===== src/rtl/instr_fetch_ctrl.sv =====
// MIPS32 instruction-fetch controller: owns the PC, fetches words through a shared
// combinational memory port, and hands instructions to decode through a one-entry output register.
module instr_fetch_ctrl #(
    parameter logic [31:0] RESET_PC = 32'h0000_0000
) (
    input  logic        Clock,
    input  logic        Reset_n,
    output logic [31:0] MemAddress,
    input  logic [31:0] MemInstruction,
    output logic [31:0] Instruction,
    output logic [31:0] InstrPC,
    output logic        InstrValid,
    input  logic        InstrReady,
    input  logic        Redirect,
    input  logic [31:0] RedirectPC,
    input  logic        Halt,
    input  logic        DbgReq,
    input  logic [31:0] DbgAddr,
    output logic        DbgGnt,
    output logic [31:0] DbgData,
    output logic        DbgValid,
    output logic        Fault
);

    typedef enum logic [1:0] {
        ST_RUN    = 2'd0,
        ST_HALTED = 2'd1,
        ST_FAULT  = 2'd2
    } state_e;

    state_e      state_q, state_d;
    logic [31:0] pc_q, pc_d;
    logic [31:0] instr_q, instr_d;
    logic [31:0] instr_pc_q, instr_pc_d;
    logic        instr_valid_q, instr_valid_d;
    logic [31:0] dbg_data_q, dbg_data_d;
    logic        dbg_valid_q, dbg_valid_d;
    logic        fault_q, fault_d;
    logic        last_dbg_q, last_dbg_d;

    logic        fetch_wants;
    logic        dbg_win;
    logic        fetch_fire;
    logic        redirect_take;
    logic        redirect_bad;
    logic        port_dbg;

    // Port arbitration: debug wins ties, but never twice in a row while fetch is waiting.
    always_comb begin
        fetch_wants   = (state_q == ST_RUN) && !Halt && !Redirect &&
                        (!instr_valid_q || InstrReady);
        dbg_win       = DbgReq && !(last_dbg_q && fetch_wants);
        fetch_fire    = fetch_wants && !dbg_win;
        redirect_take = Redirect && (state_q != ST_FAULT);
        redirect_bad  = redirect_take && (RedirectPC[1:0] != 2'b00);
    end

    // While in reset the flops already sit at reset values; only the outputs need masking.
    assign port_dbg   = dbg_win && Reset_n;
    assign DbgGnt     = port_dbg;
    assign MemAddress = port_dbg ? DbgAddr : pc_q;

    always_comb begin
        state_d = state_q;
        case (state_q)
            ST_RUN:    if (Halt)  state_d = ST_HALTED;
            ST_HALTED: if (!Halt) state_d = ST_RUN;
            ST_FAULT:  state_d = ST_FAULT;
            default:   state_d = ST_RUN;
        endcase
        if (redirect_bad) begin
            state_d = ST_FAULT;
        end
    end

    always_comb begin
        pc_d          = pc_q;
        instr_d       = instr_q;
        instr_pc_d    = instr_pc_q;
        instr_valid_d = instr_valid_q;
        fault_d       = fault_q;

        if (redirect_take) begin
            // A redirect always flushes, even when decode is taking the entry this cycle.
            instr_valid_d = 1'b0;
            if (redirect_bad) begin
                fault_d = 1'b1;
            end else begin
                pc_d = RedirectPC;
            end
        end else if (fetch_fire) begin
            instr_d       = MemInstruction;
            instr_pc_d    = pc_q;
            instr_valid_d = 1'b1;
            pc_d          = pc_q + 32'd4;
        end else if (instr_valid_q && InstrReady) begin
            instr_valid_d = 1'b0;
        end
    end

    always_comb begin
        last_dbg_d  = dbg_win;
        dbg_valid_d = dbg_win;
        dbg_data_d  = dbg_win ? MemInstruction : dbg_data_q;
    end

    always_ff @(posedge Clock or negedge Reset_n) begin
        if (!Reset_n) begin
            state_q       <= ST_RUN;
            pc_q          <= RESET_PC;
            instr_q       <= 32'h0;
            instr_pc_q    <= 32'h0;
            instr_valid_q <= 1'b0;
            dbg_data_q    <= 32'h0;
            dbg_valid_q   <= 1'b0;
            fault_q       <= 1'b0;
            last_dbg_q    <= 1'b0;
        end else begin
            state_q       <= state_d;
            pc_q          <= pc_d;
            instr_q       <= instr_d;
            instr_pc_q    <= instr_pc_d;
            instr_valid_q <= instr_valid_d;
            dbg_data_q    <= dbg_data_d;
            dbg_valid_q   <= dbg_valid_d;
            fault_q       <= fault_d;
            last_dbg_q    <= last_dbg_d;
        end
    end

    assign Instruction = instr_q;
    assign InstrPC     = instr_pc_q;
    assign InstrValid  = instr_valid_q;
    assign DbgData     = dbg_data_q;
    assign DbgValid    = dbg_valid_q;
    assign Fault       = fault_q;

endmodule

===== config.mk =====
export PLATFORM = sky130hd
export DESIGN_NAME = instr_fetch_ctrl
export DESIGN_NICKNAME = d
export VERILOG_FILES = /design/src/rtl/instr_fetch_ctrl.sv
export SDC_FILE = /design/constraint.sdc
export NUM_CORES = 1
export LEC_CHECK = 0
export CORE_ASPECT_RATIO = 0.75
export CORE_MARGIN = 1
export CORE_UTILIZATION = 41
export CTS_BUF_LIST = sky130_fd_sc_hd__clkbuf_8
export DETAILED_ROUTE_END_ITERATION = 10
export PLACE_DENSITY = 0.84
export SLEW_MARGIN = 10
export SYNTH_ARGS = -nofsm -noshare
export SYNTH_HDL_FRONTEND = slang
export SYNTH_SLANG_ARGS = --single-unit

===== constraint.sdc =====
create_clock -name Clock -period 2 [get_ports Clock]
set_input_delay 0.3 -clock Clock [delete_from_list [all_inputs] [get_ports Clock]]
set_output_delay 0.3 -clock Clock [all_outputs]
set_load 0.01 [all_outputs]

==> qor.txt <==
# port buffers: 233
Non-Filler Instances: 1159
R2R cell count: 11
CP endpoint kind: output pin
Final worst slack: -0.650 ns
Count of final setup violators: 128
Die height: 108 um
FFs w/ async S/R, synth: 100%
Most numerous cell in the Yosys netlist: nand2_1
Largest area contributor in the netlist: dfrtp_1
Reg2reg start: state_q[1]
DP Cell Count: 1092
Gp weighted congestion: 0.824
Synth Warn #: 0
Clock root cell: clkbuf_8
Initial Utilization: 42.3%
FF-to-FF setup slack: -0.55 ns
IO Pins: 234
Antenna viol nets, final: 0
Worst slew pin tran: 0.747 ns
Syn Nets: 744
Global-route wire length before repair: 34100 um
Sequential share of the synthesized area: 54.1%
Via count: 6220
Post-synthesis cell count: 641
Worst endpoint required time: 1.70 ns
# H-tree levels: 4
Routed WL per cell: 19.7 um
Largest net degree at the start of global routing: 134
Antenna diodes: 0
Register bit total from synthesis: 133
Crit share post-route: 132%
Worst R2R End: pc_q[31]
Grt total ovfl: 0
HP Class: in -> async
Crit path max fanout: 8
Minimum clock period: 2.65 ns
Cell Pwr Density: 641 nW/um^2
Peak supply drop: 0.548 mV
Layout Skew: 0.0103 ns
DRC: 0
Post-DP HPWL: 14200 um
Clk buf depth: 2
Critical Path, Cell by Cell: or4_4 -> nor2_4 -> a21boi_4 -> nand2_4 -> buf_12 -> buf_4 -> mux2_4 -> buf_6
Worst hold slack: -0.00338 ns
Post-synth top cells: nand2_1, dfrtp_1, mux2_2, clkbuf_1, a21oi_1
Crit path max-delay cell type: or4_4
Worst skew pair latency: 0.43 ns
Final instance area: 10500 sq um
Post-synth cell types: 49
Max_slew headroom: 50.2%
Clock-pin transition on the worst setup and hold timing paths: 0.08 ns
Post-DP Area: 9210 sq um
Share of Yosys cell area claimed by the top area cell type: 54.1%
Failing checks: hold timing, setup timing
Sink Count: 133
Sequential power share: 45.6%
Slowest Stage Delay on Critical Path: 0.53 ns
Internal Power: 4.88 mW
Switching Share: 27.2%
Row count: 38
DRT iter0 DRCs: 571
TritonCTS Buffers: 17
Width of the die: 143 um
Cts hold-fix bufs: 0
Fmax: 377 MHz
Endpoints failing hold: 2
Initial antenna violation count: 0
Fillers: 1058
Part of the power in the clock network: 32.5%
Synth area leaders: dfrtp_1, nand2_1, mux2_2
Kind of critical path: reg -> out
GRT Total Usage: 29.3%
Gate power share: 21.9%
Final Max Slew Viols: 0
MaxCap Viol Count: 0
WP data arrival: 2.35 ns
Startpoint types: register
Core area: 14500 sq um
Place WS: -0.958 ns
Area growth from synthesis to layout: 70.0%
Nets: 1050
Vias in the first global route: 6320
EDFF count, synth: 0
Predominant post-synthesis flop cell: dfrtp_1
Pre-antenna DRT Iters: 5
Cell Area, Synth: 6150 sq um
Layout cells sized above 1: 26.4%
Leakage: 4.98 nW
Die ar.: 15500 sq um
TritonCTS clock tree: yes
Avg Vias per Cell: 5.37
RSZ-0062 raised after global routing: yes
Switching pwr: 1.83 mW
WL final: 22900 um
Mean post-synth cell area: 9.60 sq um
Run status: finished, violations left
power by group through the flow:
stage	Clock [mW]	Combinational (mW)	Sequential (mW)
finish	2.18	1.47	3.06
global placement	0	1.37	3.09
detailed placement	0	1.40	3.10
global route	2.32	1.57	3.09
floorplan	0	0.373	3.19
CTS	2.22	1.43	3.05
cell usage in the layout (no fill, tap or decap), types with 5 or more instances in the layout:
cell | synthesis | layout
buf_16 | 0 | 7
o21ai_0 | 22 | 13
nand2_2 | 0 | 9
nand3_1 | 16 | 15
buf_6 | 0 | 49
and3_1 | 12 | 12
dfrtp_1 | 133 | 133
clkdlybuf4s50_1 | 0 | 199
nand2_1 | 218 | 207
clkbuf_8 | 0 | 20
nand4_1 | 8 | 8
and2_1 | 7 | 7
mux2_2 | 66 | 34
buf_4 | 0 | 46
mux2_4 | 0 | 32
o22ai_1 | 5 | 5
and4_1 | 5 | 5
o21ai_1 | 0 | 6
nor2_1 | 22 | 21
a21oi_1 | 28 | 25
buf_12 | 0 | 14
through the flow:
step | util [%] | TNS [ns] | power [mW] | hold WS [ns]
2_1_floorplan | - | -0.545 | 3.56 | 0.00441
3_3_place_gp | 63.3 | -68.88 | 4.45 | 0.457
3_5_place_dp | 63.3 | -73.39 | 4.50 | 0.461
4_1_cts | 70.3 | -71.92 | 6.70 | 0.0561
5_1_grt | 71.9 | -67.36 | 6.97 | 0.0587
6_report | 71.9 | -59.48 | 6.70 | -0.00338
routing by layer:
| metal | routed length [um] | vias to the layer above | GRT usage, % |
|---|---|---|---|
| met4 | 522 | 0 | 9.19 |
| met3 | 2030 | 42 | 8.95 |
| met1 | 9420 | 3025 | 37.8 |
| li1 | - | 2813 | - |
| met2 | 10900 | 340 | 47.4 |
| met5 | 0 | - | 0 |
kinds of logic after synthesis:
family	Yosys count	share of synthesized area, %
adders and majority gates	1	0.203
DFF	133	54.1
AOI/OAI and AO/OA	84	8.40
and+or+nand+nor	314	22.4
buffers and inverters	41	2.56
muxes	68	12.4
state kept, by name (all words and copies together) (netlist names):
| signal | count |
|---|---|
| DbgData | 32 |
| pc_q | 32 |
| Fault | 1 |
| InstrValid | 1 |
| state_q | 2 |
| last_dbg_q | 1 |
| Instruction | 32 |
| InstrPC | 32 |
area by class of cell:
cell class,count,area (sq um),share of cell area [%]
tap,200,250,2.39
inverter,4,15.0,0.144
clock buffer,20,275,2.63
clock inverter,11,101,0.969
multi-input combinational,467,2910,27.9
timing repair buffer,324,3580,34.2
sequential,133,3330,31.8
how the worst max path moves through the flow:
stage / cells past startpoint / endpoint / startpoint / slack [ns]
after floorplan: 6 / MemAddress[22] / state_q[0] / -0.05
after global placement: 8 / MemAddress[1] / Halt / -0.91
after detailed placement: 8 / MemAddress[10] / Halt / -0.96
after CTS: 7 / MemAddress[23] / state_q[0] / -0.78
after global routing: 8 / MemAddress[21] / state_q[1] / -0.72
final: 8 / MemAddress[21] / state_q[1] / -0.65
what timing repair did:
action / 4_1_cts / 5_1_grt
pin swaps: 5 / 10
hold endpoints to repair: 0 / 0
setup buffers: 12 / 12
gates cloned: 13 / 2
gates resized for setup: 207 / 45
endpoints found under the setup margin: 103 / 128
critical path: cells and delay by family (launching register included):
kind                   cells  cell delay (ns)
AOI/OAI and AO/OA          1             0.07
buffers and inverters      3             0.39
DFF                        1             0.38
muxes                      1             0.30
and+or+nand+nor            3             0.76
Note: power is estimated with default switching activity, not from simulation.
